<file path="config.mk">
export PLATFORM = sky130hd
export DESIGN_NAME = imem_fetch_bridge_flat
export DESIGN_NICKNAME = d
export VERILOG_FILES = /design/src/rtl/imem_fetch_bridge_pkg.sv /design/src/rtl/imem_fetch_bridge_if.sv /design/src/rtl/imem_last_word_buf.sv /design/src/rtl/imem_fetch_bridge.sv /design/src/flat_wrapper.sv
export SDC_FILE = /design/constraint.sdc
export NUM_CORES = 1
export LEC_CHECK = 0
export ABC_AREA = 1
export ABC_CLOCK_PERIOD_IN_PS = 5400
export CAP_MARGIN = 20
export CORE_MARGIN = 2
export CORE_UTILIZATION = 40
export DETAILED_ROUTE_END_ITERATION = 7
export GPL_ROUTABILITY_DRIVEN = 1
export PLACE_DENSITY_LB_ADDON = 0.25
export SLEW_MARGIN = 25
export SYNTH_ARGS = -nofsm -noshare
export SYNTH_HDL_FRONTEND = slang
export SYNTH_SLANG_ARGS = --single-unit
</file>
<file path="constraint.sdc">
create_clock -name clk -period 5.4 [get_ports clk]
set_input_delay 1.35 -clock clk [delete_from_list [all_inputs] [get_ports clk]]
set_output_delay 1.35 -clock clk [all_outputs]
set_load 0.03 [all_outputs]
</file>
<file path="src/rtl/imem_fetch_bridge_pkg.sv">
// Shared types and constants for the instruction-memory fetch bridge.
package imem_fetch_bridge_pkg;

  localparam int XLEN = 32;

  // Canonical RISC-V NOP (addi x0, x0, 0), returned with faulted fetches.
  localparam logic [XLEN-1:0] INSTR_NOP = 32'h0000_0013;

  typedef enum logic [1:0] {
    IBUS_IDLE,
    IBUS_WAIT_GNT,
    IBUS_WAIT_RSP,
    IBUS_DRAIN
  } type_ibus_state_e;

  typedef struct packed {
    logic [XLEN-1:0] addr;
    logic            req;
  } type_if2mem_s;

  typedef struct packed {
    logic [XLEN-1:0] r_data;
    logic            ack;
  } type_mem2if_s;

  typedef struct packed {
    logic            req;
    logic [XLEN-1:0] addr;
  } type_ibus_req_s;

  typedef struct packed {
    logic            gnt;
    logic            rvalid;
    logic [XLEN-1:0] rdata;
    logic            err;
  } type_ibus_rsp_s;

endpackage

</file>
<file path="src/rtl/imem_fetch_bridge_if.sv">
// Instruction bus: request side (req/addr) and response side (gnt/rvalid/rdata/err).
interface imem_fetch_bridge_if;
  import imem_fetch_bridge_pkg::*;

  type_ibus_req_s req;
  type_ibus_rsp_s rsp;

  modport master (output req, input rsp);
  modport slave  (input req, output rsp);

endinterface

</file>
<file path="src/rtl/imem_last_word_buf.sv">
// One-entry buffer holding the most recently fetched word for zero-latency re-fetch.
module imem_last_word_buf
  import imem_fetch_bridge_pkg::*;
(
  input  logic            clk,
  input  logic            rst_n,
  input  logic            lookup_req,
  input  logic [XLEN-1:0] lookup_addr,
  input  logic            fence_i,
  input  logic            fill_en,
  input  logic [XLEN-1:0] fill_addr,
  input  logic [XLEN-1:0] fill_data,
  input  logic            inv_en,
  output logic            hit,
  output logic [XLEN-1:0] buf_data
);

  logic            valid_q;
  logic [XLEN-1:0] addr_q;
  logic [XLEN-1:0] data_q;

  // fence_i suppresses a same-cycle hit so the word is refetched from memory.
  assign hit      = lookup_req & valid_q & (lookup_addr == addr_q) & ~fence_i;
  assign buf_data = data_q;

  // Fill/invalidate; fence_i beats a fill completing in the same cycle.
  always_ff @(posedge clk) begin
    if (!rst_n) begin
      valid_q <= 1'b0;
      addr_q  <= '0;
      data_q  <= '0;
    end else if (fence_i || inv_en) begin
      valid_q <= 1'b0;
    end else if (fill_en) begin
      valid_q <= 1'b1;
      addr_q  <= fill_addr;
      data_q  <= fill_data;
    end
  end

endmodule

</file>
<file path="src/rtl/imem_fetch_bridge.sv">
// Fetch-to-instruction-bus bridge with last-word buffer, kill handling and timeout faults.
//
// state         | meaning
// IBUS_IDLE     | no transaction; serve hits, issue misses
// IBUS_WAIT_GNT | request driven, waiting for gnt
// IBUS_WAIT_RSP | granted, waiting for rvalid
// IBUS_DRAIN    | timed out after gnt; swallow the late rvalid
module imem_fetch_bridge
  import imem_fetch_bridge_pkg::*;
#(
  parameter int TIMEOUT_CYCLES = 255
)
(
  input  logic                       clk,
  input  logic                       rst_n,
  input  type_if2mem_s               if2mem_i,
  output type_mem2if_s               mem2if_o,
  output logic                       acc_fault_o,
  input  logic                       fence_i_i,
  imem_fetch_bridge_if.master        ibus
);

  localparam int TW = $clog2(TIMEOUT_CYCLES);
  localparam logic [TW-1:0] TIMER_LAST = TW'(TIMEOUT_CYCLES - 1);

  type_ibus_state_e state_q, state_d;
  logic             stale_q, stale_d;
  logic [TW-1:0]    timer_q, timer_d;
  logic [XLEN-1:0]  req_addr_q, req_addr_d;

  logic             bus_req;
  logic [XLEN-1:0]  bus_addr;
  logic             ack;
  logic [XLEN-1:0]  r_data;
  logic             fault;
  logic             fill_en;
  logic             inv_en;
  logic             hit;
  logic [XLEN-1:0]  buf_data;
  logic             stale_now;
  logic             timed_out;

  imem_last_word_buf u_buf (
    .clk         (clk),
    .rst_n       (rst_n),
    .lookup_req  (if2mem_i.req),
    .lookup_addr (if2mem_i.addr),
    .fence_i     (fence_i_i),
    .fill_en     (fill_en),
    .fill_addr   (req_addr_q),
    .fill_data   (ibus.rsp.rdata),
    .inv_en      (inv_en),
    .hit         (hit),
    .buf_data    (buf_data)
  );

  // State, stale flag, timeout timer and latched request address.
  always_ff @(posedge clk) begin
    if (!rst_n) begin
      state_q    <= IBUS_IDLE;
      stale_q    <= 1'b0;
      timer_q    <= '0;
      req_addr_q <= '0;
    end else begin
      state_q    <= state_d;
      stale_q    <= stale_d;
      timer_q    <= timer_d;
      req_addr_q <= req_addr_d;
    end
  end

  // Next-state and all outputs; everything is held at zero while in reset.
  always_comb begin
    state_d    = state_q;
    stale_d    = stale_q;
    timer_d    = timer_q;
    req_addr_d = req_addr_q;
    bus_req    = 1'b0;
    bus_addr   = req_addr_q;
    ack        = 1'b0;
    r_data     = '0;
    fault      = 1'b0;
    fill_en    = 1'b0;
    inv_en     = 1'b0;
    // Fetch has moved on (kill or redirect) if it no longer asks for req_addr.
    stale_now  = stale_q | ~if2mem_i.req | (if2mem_i.addr != req_addr_q);
    timed_out  = (timer_q == TIMER_LAST);
    if (rst_n) begin
      case (state_q)
        IBUS_IDLE: begin
          if (hit) begin
            ack    = 1'b1;
            r_data = buf_data;
          end else if (if2mem_i.req) begin
            bus_req    = 1'b1;
            bus_addr   = if2mem_i.addr;
            req_addr_d = if2mem_i.addr;
            stale_d    = 1'b0;
            timer_d    = '0;
            state_d    = ibus.rsp.gnt ? IBUS_WAIT_RSP : IBUS_WAIT_GNT;
          end
        end
        IBUS_WAIT_GNT: begin
          bus_req = 1'b1;
          stale_d = stale_now;
          if (ibus.rsp.gnt) begin
            state_d = IBUS_WAIT_RSP;
            timer_d = '0;
          end else if (timed_out) begin
            // Abort before gnt: the request simply drops next cycle.
            state_d = IBUS_IDLE;
            timer_d = '0;
            if (!stale_now) begin
              ack    = 1'b1;
              r_data = INSTR_NOP;
              fault  = 1'b1;
            end
          end else begin
            timer_d = timer_q + 1'b1;
          end
        end
        IBUS_WAIT_RSP: begin
          stale_d = stale_now;
          if (ibus.rsp.rvalid) begin
            state_d = IBUS_IDLE;
            timer_d = '0;
            if (!stale_now) begin
              ack = 1'b1;
              if (ibus.rsp.err) begin
                r_data = INSTR_NOP;
                fault  = 1'b1;
                inv_en = 1'b1;
              end else begin
                r_data  = ibus.rsp.rdata;
                fill_en = 1'b1;
              end
            end
          end else if (timed_out) begin
            // The grant is still owed an rvalid; wait it out in DRAIN.
            state_d = IBUS_DRAIN;
            timer_d = '0;
            if (!stale_now) begin
              ack    = 1'b1;
              r_data = INSTR_NOP;
              fault  = 1'b1;
            end
          end else begin
            timer_d = timer_q + 1'b1;
          end
        end
        IBUS_DRAIN: begin
          if (ibus.rsp.rvalid) begin
            state_d = IBUS_IDLE;
          end
        end
        default: state_d = IBUS_IDLE;
      endcase
    end
  end

  assign ibus.req        = '{req: bus_req, addr: bus_addr};
  assign mem2if_o.ack    = ack;
  assign mem2if_o.r_data = r_data;
  assign acc_fault_o     = fault;

endmodule

</file>
<file path="src/flat_wrapper.sv">
// flat-port wrapper written by rule: the top's interface ports become plain ports
module imem_fetch_bridge_flat import imem_fetch_bridge_pkg::*;
#(
  parameter int TIMEOUT_CYCLES = 255
)
  (clk, rst_n, if2mem_i, mem2if_o, acc_fault_o, fence_i_i, ibus_req, ibus_rsp);
  imem_fetch_bridge_if ibus_i ();
  input  logic clk;
  input  logic rst_n;
  input  type_if2mem_s if2mem_i;
  output type_mem2if_s mem2if_o;
  output logic acc_fault_o;
  input  logic fence_i_i;
  output wire logic [$bits(ibus_i.req)-1:0] ibus_req;
  input wire logic [$bits(ibus_i.rsp)-1:0] ibus_rsp;
  assign ibus_req = ibus_i.req;
  assign ibus_i.rsp = ibus_rsp;
  imem_fetch_bridge #(.TIMEOUT_CYCLES(TIMEOUT_CYCLES)) u_core (.clk(clk), .rst_n(rst_n), .if2mem_i(if2mem_i), .mem2if_o(mem2if_o), .acc_fault_o(acc_fault_o), .fence_i_i(fence_i_i), .ibus(ibus_i));
endmodule
</file>
==> impl_metrics.csv, run 1 <==
group,metric,value,unit
detailed_routing,antenna_left,0,
timing,fin_crit_sh,0.983,
power_and_ir_drop,power.combinational.fraction,0.280,
grt,grt_pass1_wl,33.6,mm
place,gp_congestion,0.871,
grt,maximum_number_of_pins_on_one_net_before_global_route_repair,198,
place,io_buffers,137,
clock_network,clock_tree.root_cell,"sky130_fd_sc_hd__clkbuf_16",
layout,post_route_cells_drive_above_1_share,0.0978,
logic_synthesis,synth_area_leader_cell,"sky130_fd_sc_hd__dfxtp_1",
layout,multiInputGateArea,3510,um2
die,die_width,132,um
power_and_ir_drop,netSwitchingFraction,0.346,
timing,grt_setup_unrepaired,"false",
detailed_routing,initial_drt_markers,732,
logic_synthesis,synth_warnings,0,
detailed_routing,drc_errors,0,
clock_network,path_clk_slew,0.07,ns
timing,max-slew-margin-rel,0.422,
detailed_routing,dr_total_vias,7211,
detailed_routing,detailed_route_wire_length_per_cell,15.1,um
grt,grt_antenna_before_repair,0,
detailed_routing,drt-total-wl,20.9,mm
timing,post_route_minimum_period,5.31,ns
die,initial_core_util,0.409,
power_and_ir_drop,power_report.internal_total,1.37,mW
clock_network,cts_buffers,9,
timing,fin_worst_hold_slack,0.450,ns
layout,n_fill_cell,1619,
logic_synthesis,synth.lib_cells_used.distinct,26,
power_and_ir_drop,switching_power,723,uW
timing,timing_worst_slew_pin_value,0.868,ns
grt,overflow,0,
clock_network,cts.htree.levels,3,
clock_network,clock_sink_count,108,
detailed_routing,vias_per_cell,5.22,
power_and_ir_drop,peakVddDrop,158,uV
setup_path,critical_path_class,"primary input to primary output",
place,post-dp-hpwl,14.1,mm
timing,finalSetupViolations,0,
logic_synthesis,ys_ff_latch,108,
grt,number_of_global_route_vias_before_repair,6427,
logic_synthesis,synth-edff-count,0,
setup_path,timing.critical_path.from_type,"primary input",
setup_path,cp_data_required_time,4.05,ns
detailed_routing,drt_pass1_iterations,5,
clock_network,clk_lat_worst_skew,0.35,ns
logic_synthesis,netlist_top_cells_area,"sky130_fd_sc_hd__dfxtp_1 (33%), sky130_fd_sc_hd__nand2_1 (18%), sky130_fd_sc_hd__nand4_1 (11%)",
clock_network,ctsLongestPathBuffers,2,
die,die_h,132,um
layout,layout.cells.non_filler,1382,
power_and_ir_drop,clock_share_of_power,0.305,
timing,report.final.slew_viol_count,0,
logic_synthesis,synth_ff_type,"sky130_fd_sc_hd__dfxtp_1",
setup_path,slowest_stage,"sky130_fd_sc_hd__clkdlybuf4s50_1",
layout,final-seq-area,2160,um2
setup_path,critical_path_peak_fanout,26,
grt,global_router_s_overall_resource_usage,0.238,
setup_path,path_cells,"clkdlybuf4s50_1 -> xnor2_1 -> nand2_1 -> nor2_1 -> nand2_1 -> nor2_1 -> nand2_1 -> nand3_1 -> buf_12 -> buf_4 -> nand2_1 -> nand3_1 -> o21ai_0 -> buf_4",
setup_path,worst-endpoint-arrival,3.96,ns
logic_synthesis,synth_seq_area_share,0.331,
clock_network,cts_hold_buffers,0,
worst_hold_path,min_path_type,"flip-flop to flip-flop",
setup_path,critical_path.endpoint_type,"primary output",
die,core_area,15900,um2
timing,timing.clock.skew,0.00954,ns
logic_synthesis,syn_nets,1133,
logic_synthesis,netlist_area,6530,um2
power_and_ir_drop,pwr_density_cell,251,nW/um2
power_and_ir_drop,seq_power_share,0.415,
layout,diodes,0,
setup_path,worst_path_largest_cell_delay,0.55,ns
power_and_ir_drop,p_leak,4.10,nW
setup_path,crit_top_cell,"sky130_fd_sc_hd__nand2_1",
logic_synthesis,post_synth.cell_area_avg,6.19,um2
place,dp_cells,1365,
logic_synthesis,area_share_of_the_largest_cell_type_after_synthesis,0.331,
timing,max_freq,188,MHz
timing,report.final.hold_viol_count,0,
die,design.portCount,138,
logic_synthesis,asyncSetResetFlopFracSynth,0,
outcome,status,"finished clean",
layout,flow.area_growth_from_synthesis,27.4,%
logic_synthesis,syn-instance-count,1055,
layout,layout_nets,1240,
die,standard_cell_rows,46,
clock_network,tritoncts_clock_tree,"built",
die,design.die.area,17400,um2
run,max_cap_violations,0,
-- power by group through the flow --
stage          clock network (mW)  logic [mW]  registers, mW
5_1_grt                     0.679       0.639          0.872
3_5_place_dp                    0       0.588          0.884
4_1_cts                     0.653       0.583          0.865
2_1_floorplan                   0       0.355          0.876
3_3_place_gp                    0       0.585          0.884
6_report                    0.638       0.585          0.866
-- registers in the layout (all words and copies together), names as in the netlist --
name                   flops
u_core.u_buf.addr_q       32
u_core.u_buf.valid_q       1
u_core.state_q             2
u_core.timer_q             8
u_core.stale_q             1
u_core.u_buf.buf_data     32
u_core.req_addr_q         32
-- layout by cell type (no fill, tap or decap), drive strengths merged, types with 5 or more instances in the layout --
cell,n
nor3,5
xor2,6
nand3,118
o21ai,50
dfxtp,108
clkdlybuf4s50,69
dlygate4sd2,7
nor2,57
nand2,318
clkbuf,11
dlymetal6s2s,8
xnor2,12
nand4,110
ha,7
inv,143
a21oi,42
buf,81
-- critical path, delay by kind of cell --
family | cells | cell delay, ns
AO/OA/AOI/OAI | 1 | 0.17
buffers and inverters | 4 | 1.20
XOR/XNOR | 1 | 0.14
AND/OR/NAND/NOR | 8 | 1.09
-- Yosys cell counts (2+ instances only) --
library cell	count
sky130_fd_sc_hd__xnor2_1	12
sky130_fd_sc_hd__o21ai_0	39
sky130_fd_sc_hd__inv_1	130
sky130_fd_sc_hd__nor2_1	57
sky130_fd_sc_hd__nand4_1	110
sky130_fd_sc_hd__nand3_1	117
sky130_fd_sc_hd__ha_1	7
sky130_fd_sc_hd__clkbuf_1	36
sky130_fd_sc_hd__o21ai_1	11
sky130_fd_sc_hd__o2111ai_1	3
sky130_fd_sc_hd__nand2_1	318
sky130_fd_sc_hd__dfxtp_1	108
sky130_fd_sc_hd__buf_1	9
sky130_fd_sc_hd__nand3b_1	2
sky130_fd_sc_hd__nor3_1	4
sky130_fd_sc_hd__buf_2	13
sky130_fd_sc_hd__buf_4	12
sky130_fd_sc_hd__xor2_1	6
sky130_fd_sc_hd__o22ai_1	2
sky130_fd_sc_hd__inv_2	12
sky130_fd_sc_hd__a21oi_1	42
-- metrics by stage --
stage,instance area [um2],power (mW),TNS (ns),util,setup slack (ns)
2_1_floorplan,6530,1.23,0,-,0.971
3_3_place_gp,7990,1.47,-0.00924,0.501,-0.00924
3_5_place_dp,7990,1.47,0,0.501,0.0130
4_1_cts,8260,2.10,0,0.518,0.000246
5_1_grt,8320,2.19,0,0.522,0.00701
6_report,8320,2.09,0,0.522,0.0926
-- layout make-up --
| type | count | share of cell area |
|---|---|---|
| inverter | 142 | 0.0641 |
| multi-input combinational | 735 | 0.422 |
| timing repair buffer | 166 | 0.188 |
| clock buffer | 10 | 0.0287 |
| tap | 216 | 0.0325 |
| clock inverter | 5 | 0.00451 |
| sequential | 108 | 0.260 |
-- metal layers --
layer / global-route usage / wire (um)
met3: 0.0519 / 1620
met5: 0 / 0
met4: 0.0616 / 284
met1: 0.337 / 9680
met2: 0.366 / 9340
-- what timing repair did --
action                     CTS  global route
cloned                       0             1
setup endpoints to repair    7            10
pin swaps                    0             1
setup buffers                0             1
resized for setup            7             9
-- path summary, 6_finish.rpt --
| path | slack [ns] | cells past startpoint | to | from |
|---|---|---|---|---|
| setup / recovery | 0.09 | 14 | ibus_req[31] | if2mem_i[30] |
| hold reg to reg | 0.45 | 2 | u_core.u_buf.valid_q$_SDFFE_PP0P_ | u_core.u_buf.valid_q$_SDFFE_PP0P_ |
| hold / removal | 0.45 | 2 | u_core.u_buf.valid_q$_SDFFE_PP0P_ | u_core.u_buf.valid_q$_SDFFE_PP0P_ |
| setup reg to reg | 2.73 | 16 | u_core.u_buf.buf_data[29]$_SDFFE_PN0P_ | u_core.req_addr_q[6]$_SDFF_PN0_ |
-- logic make-up after synthesis --
logic type,synth area share
xor gates and xnor gates,0.0242
AOI/OAI and AO/OA,0.0776
adders and majority gates,0.0134
buffers and inverters,0.131
and+or+nand+nor,0.422
DFF,0.331
Note: power is estimated with default switching activity, not from simulation.
==> inputs of run 2 (changes only) <==
--- a/config.mk
+++ b/config.mk
@@ -7,7 +7,6 @@
 export LEC_CHECK = 0
 export ABC_AREA = 1
 export ABC_CLOCK_PERIOD_IN_PS = 5400
-export CAP_MARGIN = 20
 export CORE_MARGIN = 2
 export CORE_UTILIZATION = 40
 export DETAILED_ROUTE_END_ITERATION = 7
@@ -16,4 +15,5 @@
 export SLEW_MARGIN = 25
 export SYNTH_ARGS = -nofsm -noshare
 export SYNTH_HDL_FRONTEND = slang
+export SYNTH_HIERARCHICAL = 1
 export SYNTH_SLANG_ARGS = --single-unit
==> run 2 against run 1 <==
  * Cell count rose by 5.1%
  * Non-clock buffer count shrank 11
  * Cell area rose by 1.6%
  * Sequential power grew 9.4%
  * Die area grew 2.1%
  * Combinational power rose by 91%
  * Critical path type unchanged
  * Critical endpoint is now ibus_req[0]
  * Highest routed layer unchanged
==> impl_metrics.csv, run 2 <==
group,metric,value,unit
clock_network,cts.htree.levels,3,
logic_synthesis,post_synth_most_frequent_cells,"sky130_fd_sc_hd__nand2_1 (280), sky130_fd_sc_hd__nor2_1 (238), sky130_fd_sc_hd__inv_1 (133), sky130_fd_sc_hd__o21ai_0 (116), sky130_fd_sc_hd__dfxtp_1 (108)",
power_and_ir_drop,pwr_density_cell,326,nW/um2
die,design.die.area,17700,um2
setup_path,timing.critical_path.to,"ibus_req[0]",
setup_path,worst-endpoint-arrival,3.88,ns
setup_path,critical_path_peak_fanout,28,
detailed_routing,antenna_left,0,
setup_path,worst_path_largest_cell_delay,0.54,ns
place,placement.setup.worst_slack,0.0981,ns
setup_path,worstPathBufferInverterCount,5,
setup_path,rr_worst_depth,13,
timing,grt_setup_unrepaired,"false",
layout,post_route_cells_drive_above_1_share,0.110,
die,core_area,16500,um2
logic_synthesis,asyncSetResetFlopFracSynth,0,
logic_synthesis,synth_ff_type,"sky130_fd_sc_hd__dfxtp_1",
logic_synthesis,synth_area_leader_cell,"sky130_fd_sc_hd__dfxtp_1",
detailed_routing,initial_drt_markers,555,
layout,layout_nets,1305,
detailed_routing,drt-total-wl,19.7,mm
timing,final_critical_path_setup_slack,0.168,ns
detailed_routing,drt_pass1_iterations,5,
clock_network,cts_buffers,9,
logic_synthesis,synth-edff-count,0,
power_and_ir_drop,report.power.total,2.76,mW
setup_path,reg2reg_to,"u_core/u_buf/addr_q[23]$_SDFFE_PN0P_",
timing,max-slew-margin-rel,0.653,
grt,grt_pass1_wl,31.5,mm
setup_path,path_delay_family,"buffers and inverters",
timing,timing.clock.skew,0.0127,ns
outcome,status,"finished clean",
place,gp_congestion,0.880,
setup_path,timing.reg2reg.setup_slack,2.60,ns
grt,global_router_s_overall_resource_usage,0.221,
place,post-dp-hpwl,14.4,mm
detailed_routing,vias_per_cell,4.87,
timing,max_freq,191,MHz
logic_synthesis,synth_warnings,6,
setup_path,critical_path_class,"primary input to primary output",
run,max_cap_violations,0,
setup_path,path_cells,"clkdlybuf4s50_1 -> inv_1 -> or2_2 -> nand3_1 -> nor2_1 -> nand3_1 -> nor2_1 -> nor3_2 -> buf_4 -> buf_6 -> o21ai_0 -> o22ai_1 -> buf_4",
power_and_ir_drop,peakVddDrop,228,uV
logic_synthesis,netlist_area,6670,um2
logic_synthesis,ys_ff_latch,108,
clock_network,clock_sink_count,108,
layout,diodes,0,
grt,overflow,0,
grt,number_of_global_route_vias_before_repair,6396,
detailed_routing,dr_total_vias,7078,
worst_hold_path,worst_hold_path_startpoint,"u_core/u_buf/addr_q[9]$_SDFFE_PN0P_",
detailed_routing,drc_errors,0,
die,design.portCount,138,
power_and_ir_drop,p_leak,3.87,nW
logic_synthesis,synth_seq_area_share,0.324,
clock_network,ctsLongestPathBuffers,2,
layout,most-common-layout-cells,"sky130_fd_sc_hd__nand2_1 (280), sky130_fd_sc_hd__nor2_1 (238), sky130_fd_sc_hd__inv_1 (133), sky130_fd_sc_hd__o21ai_0 (115), sky130_fd_sc_hd__dfxtp_1 (108)",
worst_hold_path,min_path_type,"flip-flop to flip-flop",
timing,fin_crit_sh,0.969,
logic_synthesis,synth.lib_cells_used.distinct,33,
die,standard_cell_rows,47,
clock_network,cts.repair_timing.setup_buffer_count,0,
layout,flow.area_growth_from_synthesis,26.7,%
clock_network,tritoncts_clock_tree,"built",
timing,report.final.hold_viol_count,0,
setup_path,timing.critical_path.from,"if2mem_i[27]",
layout,layout.cells.most_common,"sky130_fd_sc_hd__nand2_1",
place,io_buffers,137,
logic_synthesis,syn-instance-count,1105,
die,die_width,133,um
die,initial_core_util,0.405,
setup_path,slowest_stage,"sky130_fd_sc_hd__clkdlybuf4s50_1",
logic_synthesis,post_synth.cell_area_avg,6.04,um2
timing,post_route_minimum_period,5.23,ns
timing,timing_worst_slew_pin_value,0.521,ns
detailed_routing,detailed_route_wire_length_per_cell,13.5,um
logic_synthesis,synth.most_common_cell,"sky130_fd_sc_hd__nand2_1",
layout,n_fill_cell,1743,
setup_path,cp_data_required_time,4.05,ns
setup_path,crit-reg2reg-launch,"u_core/req_addr_q[13]$_SDFF_PN0_",
logic_synthesis,syn_nets,1183,
logic_synthesis,netlist_top_cells_area,"sky130_fd_sc_hd__dfxtp_1 (32%), sky130_fd_sc_hd__nand2_1 (16%), sky130_fd_sc_hd__nor2_1 (13%)",
setup_path,critical_path.endpoint_type,"primary output",
clock_network,path_clk_slew,0.07,ns
grt,grt_antenna_before_repair,0,
timing,finalSetupViolations,0,
setup_path,timing.critical_path.from_type,"primary input",
clock_network,clock_tree.root_cell,"sky130_fd_sc_hd__clkbuf_16",
setup_path,timing.critical_path.depth,13,
timing,tns,0,ns
clock_network,cts_hold_buffers,0,
die,die_h,133,um
logic_synthesis,area_share_of_the_largest_cell_type_after_synthesis,0.324,
clock_network,clk_lat_worst_skew,0.36,ns
timing,report.final.slew_viol_count,0,
grt,maximum_number_of_pins_on_one_net_before_global_route_repair,78,
run 2: changes by cell type in the layout (fill, tap and decap cells not counted), sizes merged, moves of 5 or more:
cell          before  now
nor2              57  241
nand4            110   10
nand3            118   25
o21ai             50  116
nand2            318  292
o22ai              2   28
a21oi             42   57
dlygate4sd2        7    0
inv              143  137
xnor2             12   18
dlymetal6s2s       8    3
run 2: cell families after synthesis:
kind of cell / count (synthesis) / share of synthesized area
buffers and inverters: 184 / 0.113
XOR/XNOR: 21 / 0.0287
AO/OA/AOI/OAI: 203 / 0.165
flip-flops: 108 / 0.324
AND/OR/NAND/NOR: 582 / 0.356
adder cells (fa/ha/maj): 7 / 0.0131
run 2: per-stage QoR:
stage                     utilization  cells  hold WS (ns)  cell area [um2]
after global routing            0.513   1452         0.490             8450
after floorplan                     -   1105         0.443             6670
after global placement          0.493   1436         0.452             8120
after detailed placement        0.493   1436         0.456             8120
after CTS                       0.512   1452         0.466             8430
final                           0.513   1452         0.470             8450
run 2: timing repair:
item,4_1_cts,5_1_grt
resized for setup,0,6
hold endpoints to repair,0,0
setup endpoints to repair,0,10
run 2: where the power goes:
part	leakage [nW]	internal [mW]	switching (mW)	total (mW)
Combinational	2.84	0.384	0.732	1.12
Clock	0.156	0.398	0.296	0.694
Sequential	0.877	0.873	0.0741	0.947
run 2: worst min-delay path by stage:
stage / to / cells after the start
finish: u_core/u_buf/addr_q[9]$_SDFFE_PN0P_ / 2
CTS: u_core/u_buf/addr_q[25]$_SDFFE_PN0P_ / 2
global route: u_core/u_buf/addr_q[11]$_SDFFE_PN0P_ / 2
global placement: u_core/u_buf/addr_q[11]$_SDFFE_PN0P_ / 2
floorplan: u_core/u_buf/addr_q[22]$_SDFFE_PN0P_ / 2
detailed placement: u_core/u_buf/addr_q[25]$_SDFFE_PN0P_ / 2
run 2: cell type report:
| type | count | area [um2] | area share |
|---|---|---|---|
| tap | 220 | 275 | 0.0326 |
| clock inverter | 3 | 43.8 | 0.00518 |
| clock buffer | 13 | 270 | 0.0320 |
| inverter | 140 | 526 | 0.0622 |
| sequential | 108 | 2160 | 0.256 |
| multi-input combinational | 813 | 3760 | 0.445 |
| timing repair buffer | 155 | 1410 | 0.167 |
run 2: routing by layer:
metal	part of all wire	track usage	vias up
met4	0.015	0.0603	0
met3	0.058	0.0396	20
met2	0.46	0.357	184
met5	0	0	-
li1	-	-	3699
met1	0.46	0.306	3175
run 2: tightest hold or removal path: cells and delay by family, from the launching register on:
kind | cells | cell delay (ns)
buf+inv | 1 | 0.06
flops | 1 | 0.31
compound gates | 1 | 0.05
